==> src/rtl/riscv_i32_dmem_sequencer_pkg.sv <==
// Shared definitions for the RV32I data-memory sequencer: access widths, FSM states,
// the per-beat memory request record and small decode helpers.
package riscv_i32_dmem_sequencer_pkg;

   localparam logic [1:0] MW_BYTE = 2'd0;
   localparam logic [1:0] MW_HALF = 2'd1;
   localparam logic [1:0] MW_WORD = 2'd2;

   typedef enum logic [1:0] {
      ST_IDLE  = 2'd0,
      ST_BEAT0 = 2'd1,
      ST_BEAT1 = 2'd2,
      ST_TRAP  = 2'd3
   } t_dmem_state;

   typedef struct packed {
      logic [31:0] address;
      logic [3:0]  byte_enable;
      logic        read_enable;
      logic        write_enable;
      logic [31:0] write_data;
   } t_dmem_beat;

   // Width encodings 2 and 3 both mean a full word.
   function automatic logic [3:0] width_mask(input logic [1:0] width);
      case (width)
         MW_BYTE: width_mask = 4'b0001;
         MW_HALF: width_mask = 4'b0011;
         default: width_mask = 4'b1111;
      endcase
   endfunction

   function automatic logic is_misaligned(input logic [1:0] width, input logic [1:0] off);
      is_misaligned = ((width == MW_HALF) && off[0]) ||
                      ((width[1] == 1'b1) && (off != 2'd0));
   endfunction

endpackage

==> src/rtl/riscv_i32_dmem_lane_align.sv <==
// Byte-lane steering for data memory: rotates store data into lanes, and merges,
// rotates back, masks and sign-extends load data from one or two beats.
module riscv_i32_dmem_lane_align
   import riscv_i32_dmem_sequencer_pkg::*;
(
   input  logic [1:0]  wr_off_i,
   input  logic [31:0] wr_data_i,
   output logic [31:0] wr_data_o,
   input  logic [1:0]  rd_off_i,
   input  logic [1:0]  rd_width_i,
   input  logic        rd_unsigned_i,
   input  logic [3:0]  rd_lane_sel_i,
   input  logic [31:0] rd_beat0_i,
   input  logic [31:0] rd_beat1_i,
   output logic [31:0] rd_data_o
);

   logic [31:0] merged;
   logic [31:0] rotated;
   logic        sx;

   always_comb begin
      case (wr_off_i)
         2'd1:    wr_data_o = {wr_data_i[23:0], wr_data_i[31:24]};
         2'd2:    wr_data_o = {wr_data_i[15:0], wr_data_i[31:16]};
         2'd3:    wr_data_o = {wr_data_i[7:0],  wr_data_i[31:8]};
         default: wr_data_o = wr_data_i;
      endcase
   end

   // Lanes owned by the first beat come from its data; the rest from the second beat.
   always_comb begin
      // NOTE: every combinational output gets a default first so no path can infer a latch.
      merged = '0;
      for (int i = 0; i < 4; i++) begin
         merged[8*i +: 8] = rd_lane_sel_i[i] ? rd_beat0_i[8*i +: 8] : rd_beat1_i[8*i +: 8];
      end
      case (rd_off_i)
         2'd1:    rotated = {merged[7:0],  merged[31:8]};
         2'd2:    rotated = {merged[15:0], merged[31:16]};
         2'd3:    rotated = {merged[23:0], merged[31:24]};
         default: rotated = merged;
      endcase
      sx = ~rd_unsigned_i;
      case (rd_width_i)
         MW_BYTE: rd_data_o = {{24{sx & rotated[7]}},  rotated[7:0]};
         MW_HALF: rd_data_o = {{16{sx & rotated[15]}}, rotated[15:0]};
         default: rd_data_o = rotated;
      endcase
   end

endmodule

==> src/rtl/riscv_i32_dmem_sequencer.sv <==
// RV32I data-memory sequencer: turns one load/store into one or two word-aligned
// beats on a single-ported memory and returns one response per access.
module riscv_i32_dmem_sequencer
   import riscv_i32_dmem_sequencer_pkg::*;
#(
   parameter bit ALLOW_MISALIGNED = 1'b1
) (
   input  logic        clk,
   input  logic        reset_n,
   input  logic        req_valid,
   output logic        req_ready,
   input  logic        req_read,
   input  logic        req_write,
   input  logic [31:0] req_address,
   input  logic [1:0]  req_width,
   input  logic        req_unsigned,
   input  logic [31:0] req_write_data,
   output logic        mem_valid,
   output logic [31:0] mem_address,
   output logic [3:0]  mem_byte_enable,
   output logic        mem_read_enable,
   output logic        mem_write_enable,
   output logic [31:0] mem_write_data,
   input  logic        mem_ack,
   input  logic [31:0] mem_read_data,
   output logic        resp_valid,
   output logic [31:0] resp_data,
   output logic        resp_misaligned
);

   t_dmem_state state_q, state_d;
   t_dmem_beat  beat_q, beat_d;
   logic        mem_valid_q, mem_valid_d;
   logic [1:0]  off_q, off_d;
   logic [1:0]  width_q, width_d;
   logic        unsigned_q, unsigned_d;
   logic [7:0]  m8_q, m8_d;
   logic        trap_mis_q, trap_mis_d;
   logic [31:0] rbuf_q, rbuf_d;
   logic        resp_valid_q, resp_valid_d;
   logic [31:0] resp_data_q, resp_data_d;
   logic        resp_mis_q, resp_mis_d;

   logic [1:0]  req_off;
   logic [7:0]  req_m8;
   logic        req_noop;
   logic        req_mis;
   logic [31:0] store_rot;
   logic [31:0] beat0_data;
   logic [31:0] load_data;
   logic        finish;

   assign req_off  = req_address[1:0];
   assign req_m8   = {4'b0000, width_mask(req_width)} << req_off;
   assign req_noop = ~req_read & ~req_write;
   assign req_mis  = is_misaligned(req_width, req_off);

   // On a single-beat ack the beat-0 lanes are still on the bus, not yet in rbuf.
   assign beat0_data = (state_q == ST_BEAT0) ? mem_read_data : rbuf_q;

   riscv_i32_dmem_lane_align u_align (
      .wr_off_i      (req_off),
      .wr_data_i     (req_write_data),
      .wr_data_o     (store_rot),
      .rd_off_i      (off_q),
      .rd_width_i    (width_q),
      .rd_unsigned_i (unsigned_q),
      .rd_lane_sel_i (m8_q[3:0]),
      .rd_beat0_i    (beat0_data),
      .rd_beat1_i    (mem_read_data),
      .rd_data_o     (load_data)
   );

   always_comb begin
      state_d      = state_q;
      beat_d       = beat_q;
      mem_valid_d  = mem_valid_q;
      off_d        = off_q;
      width_d      = width_q;
      unsigned_d   = unsigned_q;
      m8_d         = m8_q;
      trap_mis_d   = trap_mis_q;
      rbuf_d       = rbuf_q;
      resp_valid_d = 1'b0;
      resp_data_d  = '0;
      resp_mis_d   = 1'b0;
      finish       = 1'b0;

      case (state_q)
         ST_IDLE: begin
            if (req_valid) begin
               off_d      = req_off;
               width_d    = req_width;
               unsigned_d = req_unsigned;
               m8_d       = req_m8;
               if (req_noop) begin
                  state_d    = ST_TRAP;
                  trap_mis_d = 1'b0;
               end else if (req_mis && !ALLOW_MISALIGNED) begin
                  state_d    = ST_TRAP;
                  trap_mis_d = 1'b1;
               end else begin
                  state_d             = ST_BEAT0;
                  mem_valid_d         = 1'b1;
                  beat_d.address      = {req_address[31:2], 2'b00};
                  beat_d.byte_enable  = req_m8[3:0];
                  beat_d.read_enable  = req_read;
                  beat_d.write_enable = req_write & ~req_read;
                  beat_d.write_data   = store_rot;
               end
            end
         end
         ST_BEAT0: begin
            if (mem_ack) begin
               rbuf_d = mem_read_data;
               if (m8_q[7:4] != 4'b0000) begin
                  state_d            = ST_BEAT1;
                  beat_d.address     = beat_q.address + 32'd4;
                  beat_d.byte_enable = m8_q[7:4];
               end else begin
                  finish = 1'b1;
               end
            end
         end
         ST_BEAT1: begin
            if (mem_ack) finish = 1'b1;
         end
         ST_TRAP: begin
            state_d      = ST_IDLE;
            resp_valid_d = 1'b1;
            resp_mis_d   = trap_mis_q;
         end
         default: state_d = ST_IDLE;
      endcase

      if (finish) begin
         state_d      = ST_IDLE;
         mem_valid_d  = 1'b0;
         beat_d       = '0;
         resp_valid_d = 1'b1;
         resp_data_d  = beat_q.read_enable ? load_data : 32'd0;
      end
   end

   // NOTE: sequential state uses non-blocking assignments so every register samples pre-edge values.
   always_ff @(posedge clk) begin
      if (!reset_n) begin
         state_q      <= ST_IDLE;
         beat_q       <= '0;
         mem_valid_q  <= 1'b0;
         off_q        <= '0;
         width_q      <= '0;
         unsigned_q   <= 1'b0;
         m8_q         <= '0;
         trap_mis_q   <= 1'b0;
         rbuf_q       <= '0;
         resp_valid_q <= 1'b0;
         resp_data_q  <= '0;
         resp_mis_q   <= 1'b0;
      end else begin
         state_q      <= state_d;
         beat_q       <= beat_d;
         mem_valid_q  <= mem_valid_d;
         off_q        <= off_d;
         width_q      <= width_d;
         unsigned_q   <= unsigned_d;
         m8_q         <= m8_d;
         trap_mis_q   <= trap_mis_d;
         rbuf_q       <= rbuf_d;
         resp_valid_q <= resp_valid_d;
         resp_data_q  <= resp_data_d;
         resp_mis_q   <= resp_mis_d;
      end
   end

   assign req_ready        = (state_q == ST_IDLE);
   assign mem_valid        = mem_valid_q;
   assign mem_address      = beat_q.address;
   assign mem_byte_enable  = beat_q.byte_enable;
   assign mem_read_enable  = beat_q.read_enable;
   assign mem_write_enable = beat_q.write_enable;
   assign mem_write_data   = beat_q.write_data;
   assign resp_valid       = resp_valid_q;
   assign resp_data        = resp_data_q;
   assign resp_misaligned  = resp_mis_q;

endmodule
==> config.mk <==
export PLATFORM = sky130hd
export DESIGN_NAME = riscv_i32_dmem_sequencer
export DESIGN_NICKNAME = d
export VERILOG_FILES = /design/src/rtl/riscv_i32_dmem_sequencer_pkg.sv /design/src/rtl/riscv_i32_dmem_lane_align.sv /design/src/rtl/riscv_i32_dmem_sequencer.sv
export SDC_FILE = /design/constraint.sdc
export NUM_CORES = 1
export LEC_CHECK = 0
export ABC_AREA = 1
export CORE_AREA = 2 2 128 130
export CTS_CLUSTER_SIZE = 30
export DETAILED_ROUTE_END_ITERATION = 10
export DIE_AREA = 0 0 130 132
export HOLD_SLACK_MARGIN = 0.08
export PLACE_DENSITY = 0.92
export SYNTH_ARGS = -nofsm -noshare
export SYNTH_HDL_FRONTEND = slang
export SYNTH_SLANG_ARGS = --single-unit
==> constraint.sdc <==
create_clock -name clk -period 3 [get_ports clk]
set_input_delay 0.3 -clock clk [delete_from_list [all_inputs] [get_ports clk]]
set_output_delay 0.3 -clock clk [all_outputs]
set_load 0.01 [all_outputs]
# --- Yosys cells after proc, flatten, opt, wreduce, memory -nomap -nowiden ---
# Cells that the tools add are included.
word_totals:
  wordCells: 78
  regBits: 151
  input_bits: 105
op_classes:
  n_addsub: 1
  bitwise_logic: 9
  mux: 25
  n_reduce_logical: 13
  eq_ne: 15
  shift: 1
ops:
  columns: ["operator", "count"]
  rows:
  - ["32-bit case mux with 3 select lines", 2]
  - ["70-bit two-way mux", 2]
  - ["36-bit two-way mux", 2]
  - ["36-bit case mux with 2 select lines", 1]
  - ["32-bit case mux with 2 select lines", 1]
  - ["32-bit by 3-bit adder with 32-bit output (second input constant)", 1]
  - ["32-bit two-way mux", 1]
  - ["8-bit two-way mux", 4]
  - ["2-bit == test (second input constant)", 6]
  - ["2-bit by 1-bit == test with 1-bit output (second input constant)", 5]
  - ["2-bit two-way mux", 4]
  - ["4-bit case mux with 2 select lines", 1]
  - ["4-bit by 2-bit << shifter with 8-bit output", 1]
  - ["2-bit zero test", 3]
  - ["2-bit inequality test (second input constant)", 3]
  - ["2-bit case mux with 3 select lines", 1]
  - ["3-bit AND reduction", 2]
  - ["1-bit two-way mux", 5]
  - ["1-bit inverter", 5]
  - ["5-bit AND reduction", 1]
  - ["1-bit bitwise AND", 4]
  - ["2-bit AND reduction", 2]
  - ["4-bit AND reduction", 1]
  - ["4-bit nonzero test", 1]
  - ["other kinds (5)", 5]

# --- Longest topological paths before layout ---
depth:
  word_depth: 6
  ltp_mapped: 14

# --- Modules after synthesis ---
# From an unflattened synthesis, not the netlist that was laid out.
unflattened:
  hier_cells: 1543
  hier_area_um2: 9148.8
modules_own_cells:
  columns: ["mod", "cells_each", "seq_area_each_um2", "instances", "area_each_um2"]
  rows:
  - ["riscv_i32_dmem_sequencer", 994, 2962.8, 1, 6702.7]
  - ["riscv_i32_dmem_lane_align", 549, 0.0, 1, 2446.1]

# --- Least setup slack after synthesis ---
# Ideal clock, no wire load.
synth_path:
  path_type: "reg-to-reg"
  startpoint: "register state_q[1]"
  endpoint: "register resp_data_q[23], in the netlist resp_data[23]"
  arrival_time_ps: 1691
  stages_incl_launch_ff: 13
  path_slack_ps: 1199
  required_time_ps: 2890
  cell_sequence: "dfxtp_1 -> inv_1 -> ha_1 -> buf_4 -> nor2_2 -> nand2_1 -> nand3_1 -> nand4_1 -> nand2_2 -> buf_6 -> nand3_1 -> nand2_1 -> inv_1"
synth_between:
  elab_chain_cells: 6
  word_cells_on_any_way: 13
synth_rtl:
  columns: ["item", "line", "rtl"]
  rows:
  - ["start, declared", "riscv_i32_dmem_sequencer.sv:31", "t_dmem_state state_q, state_d;"]
  - ["start signal, assigned", "riscv_i32_dmem_sequencer.sv:161", "state_q <= state_d;"]
  - ["2-bit by 1-bit == test with 1-bit output", "riscv_i32_dmem_sequencer.sv:59, riscv_i32_dmem_sequencer.sv:89", null]
  - ["32-bit two-way mux", "riscv_i32_dmem_sequencer.sv:59", "assign beat0_data = (state_q == ST_BEAT0) ? mem_read_data : rbuf_q;"]
  - ["8-bit two-way mux", "riscv_i32_dmem_lane_align.sv:36", "merged[8*i +: 8] = rd_lane_sel_i[i] ? rd_beat0_i[8*i +: 8] : rd_beat1_i[8*i +: 8];"]
  - ["32-bit case mux with 3 select lines", "riscv_i32_dmem_lane_align.sv:38", "case (rd_off_i)"]
  - ["1-bit bitwise AND, on equally long branches", "riscv_i32_dmem_lane_align.sv:47, riscv_i32_dmem_lane_align.sv:46", null]
  - ["32-bit case mux with 2 select lines", "riscv_i32_dmem_lane_align.sv:45", "case (rd_width_i)"]
  - ["end signal, assigned", "riscv_i32_dmem_sequencer.sv:171", "resp_data_q <= resp_data_d;"]
  - ["end, declared", "riscv_i32_dmem_sequencer.sv:41", "logic [31:0] resp_data_q, resp_data_d;"]
# Parallel ways exist; a longest one is shown, timed or not.
# A chain may end at the register's enable or synchronous reset.

# --- Worst setup path after layout ---
layout_path:
  startpoint: "register state_q[1]"
  endpoint: "register resp_data_q[25], in the netlist resp_data[25]"
# The elaborated chain is that of the path after synthesis.

==> flow_metrics.py <==
metrics = {
    "critical_path": {
        "worst-setup-path-type": "flip-flop to flip-flop",
        "worstPathArrival_ps": 2870,
        "path_cells": "inv_1, ha_1, buf_4, nor2_2, nand2_1, nand3_1, nand4_1, nand2_2, nand3_1, nand2_1, inv_1",
        "crit_path_start_kind": "flip-flop",
        "slowest_stage": "dfxtp_1",
        "cp_data_required_time_ps": 3340,
        "cp_max_fo": 29,
        "end_kind": "flip-flop",
        "max_stage_delay_ps": 390,
    },
    "floorplanning": {
        "rows": 46,
        "die_area_um2": 17200,
        "start_util_pct": 53.2,
        "io_pins": 211,
        "core_um2": 15700,
        "fp.dieW_um": 130,
        "die_y_um": 132,
    },
    "synth": {
        "synth_compound_gate_area_share_pct": 24.7,
        "synth_warnings": 0,
        "syn_inst": 1303,
        "synthAdderAreaFrac_pct": 0.898,
        "ys.flop_type": "dfxtp_1",
        "synth_xor_area_share_pct": 1.05,
        "seq_area_frac_synth_pct": 35.4,
        "synth.avg_cell_area_um2": 6.42,
        "synth_edf_count": 0,
        "synth_top_family_by_area": "simple AND/OR/NAND/NOR gates",
        "synth_mux_area_share_pct": 0,
        "netlist_area_um2": 8360,
        "ys_ff_latch": 148,
        "async_flop_share_pct": 0,
        "synth-simple-area-share_pct": 28.2,
        "ys_types": 47,
    },
    "cts": {
        "clkTransAtPathRegs_ps": 60,
        "cts_max_level": 4,
        "cts_resized": 0,
        "cts_buffer_depth": 2,
        "post-cts-setup-buffers": 0,
        "hold_buffers": 0,
        "cts_buffers": 17,
        "cts_sinks": 148,
        "clk_latency_ps": 440,
        "cts_tree": "done",
        "clockRootBuffer": "clkbuf_16",
    },
    "power": {
        "p_comb_share_pct": 41.9,
        "power_density_nw_per_um2": 801,
        "switching_share_pct": 40.2,
        "ir_drop_mv": 0.554,
        "p_total_uw": 8890,
        "internal_power_uw": 5320,
        "leakage_uw": 0.00463,
        "p_sw_uw": 3570,
        "pwr-share-seq_pct": 32.3,
        "pwr-share-clk_pct": 25.9,
    },
    "final_layout": {
        "syn_to_final_growth_pct": 32.6,
        "multi_input_area_um2": 4600,
        "diodes": 0,
        "final_util_pct": 70.6,
        "fillCellCount": 1326,
        "nets": 1582,
        "drive_gt1_share_pct": 5.19,
        "regArea_um2": 2960,
    },
    "routing": {
        "drtPass1Iterations": 9,
        "ant_nets": 0,
        "routed_wirelength_um": 28100,
        "drcViolationCount": 0,
        "wl_per_cell_um": 16.5,
        "vias": 9808,
        "drtIter0Drc": 1153,
        "drt-vias-per-instance": 5.77,
    },
    "placed_design": {
        "pre_cts_slack_ps": 509,
        "gp_congestion": 0.990,
        "dpl.hpwl_um": 19900,
        "port_buffers": 207,
    },
    "sta": {
        "worst_slew_pin_slew_ps": 881,
        "drv_slew": 0,
        "setup_tns_ps": 0,
        "rsz0062_at_grt": "no",
        "layout_setup_ws_ps": 466,
        "fin_crit_ps": 2530,
        "finalSetupViolations": 0,
        "final_hold_viol_count": 0,
        "slew_headroom_pct": 41.2,
        "whs_ps": 437,
        "fin_crit_sh_pct": 84.5,
        "fin_skew_ps": 12.9,
        "fmax_mhz": 395,
    },
    "global_route": {
        "grt_pass1_vias": 8764,
        "grt_overflow": 0,
        "grt_pass1_wl_um": 44300,
        "grt_usage_pct": 32.1,
        "antenna_found_initial": 0,
        "grt_max_degree": 60,
    },
    "status": {
        "status": "finished clean",
    },
    "hold_path": {
        "min_path_type": "input port to flip-flop",
    },
    "run": {
        "maxCapViolCount": 0,
    },
}
## flip-flops by register name (all words and copies together) (netlist names), 2 cells and up
register         flops
mem_byte_enable      4
width_q              2
mem_write_data      32
m8_q                 7
off_q                2
state_q              2
rbuf_q              32
resp_data           32
mem_address         30
## per-stage QoR
step	std cells	area [um^2]
2_1_floorplan	1305	8370
3_3_place_gp	1668	10500
3_5_place_dp	1668	10500
4_1_cts	1699	11100
5_1_grt	1699	11100
6_report	1699	11100
## cell usage in the layout (no fill, tap or decap), types with 4 or more instances in the layout
master	count
o22ai_1	10
nor2_1	134
inv_1	104
clkdlybuf4s50_1	207
o21ai_1	45
nand4_1	9
nor2_2	5
clkbuf_16	17
dfxtp_1	148
nand2_1	296
nand2_2	6
bufinv_16	4
nand3_1	89
ha_1	6
buf_4	14
xor2_1	8
a21oi_1	176
o21ai_0	106
o211ai_1	5
a221oi_1	21
nand3b_1	6
o21bai_1	5
and2_1	5
inv_2	15
## power by group through the flow
stage / Sequential [uW] / Clock [uW] / Combinational (uW)
floorplan: 2880 / 0 / 2270
global placement: 2870 / 0 / 3570
detailed placement: 2870 / 0 / 3640
global route: 2920 / 2380 / 4070
CTS: 2850 / 2310 / 3670
finish: 2870 / 2300 / 3720
## cells by family after synthesis
group / count (synthesis)
fa+ha+maj: 6
xor+xnor: 10
other cells: 1
simple gates: 562
flops: 148
compound gates: 381
buf+inv: 195
## critical path, delay by kind of cell (launching register included)
kind | cells | cell delay [ps]
buffers and inverters | 3 | 410
adders and majority gates | 1 | 290
DFF | 1 | 390
and+or+nand+nor | 7 | 1330
## layer usage
layer | up-vias | global-route usage [%] | part of all wire, %
met1 | 4462 | 41.6 | 40
met2 | 597 | 51.5 | 47
li1 | 4666 | - | -
met3 | 83 | 8.04 | 10
met4 | 0 | 11.9 | 3.2
met5 | - | 0 | 0
## path summary, 6_finish.rpt
kind | cells after the start | startpoint | endpoint | slack [ps]
max | 11 | state_q[1]$_SDFFE_PP0P_ | resp_data[25]$_SDFF_PN0_ | 470
min | 3 | req_address[5] | mem_address[5]$_SDFFE_PP0P_ | 440
min reg2reg | 2 | rbuf_q[31]$_SDFFE_PN0P_ | rbuf_q[31]$_SDFFE_PN0P_ | 450
max reg2reg | 11 | state_q[1]$_SDFFE_PP0P_ | resp_data[25]$_SDFF_PN0_ | 470
## synth_stat cells (6+ instances only)
cell / instances / share of area, %
dfxtp_1: 148 / 35
a21oi_1: 176 / 11
xor2_1: 8 / 0.84
o21ai_1: 45 / 2.7
nand2_2: 6 / 0.45
buf_2: 22 / 1.3
o22ai_1: 10 / 0.75
clkbuf_1: 39 / 1.8
nand4_1: 9 / 0.67
ha_1: 6 / 0.90
inv_2: 15 / 0.67
o21ai_0: 106 / 6.3
a221oi_1: 21 / 2.2
nor2_1: 135 / 6.1
nand2_1: 296 / 13
inv_1: 104 / 4.7
nand3b_1: 6 / 0.54
nand3_1: 89 / 5.3
buf_4: 7 / 0.63
## layout make-up
cell class                 instances  area share (%)
multi-input combinational        962            41.4
sequential                       148            26.7
timing repair buffer             221            19.6
clock buffer                      22            4.28
inverter                         121            4.14
tap                              216            2.44
clock inverter                     9            1.37
Power figures use the tool's default switching activity.
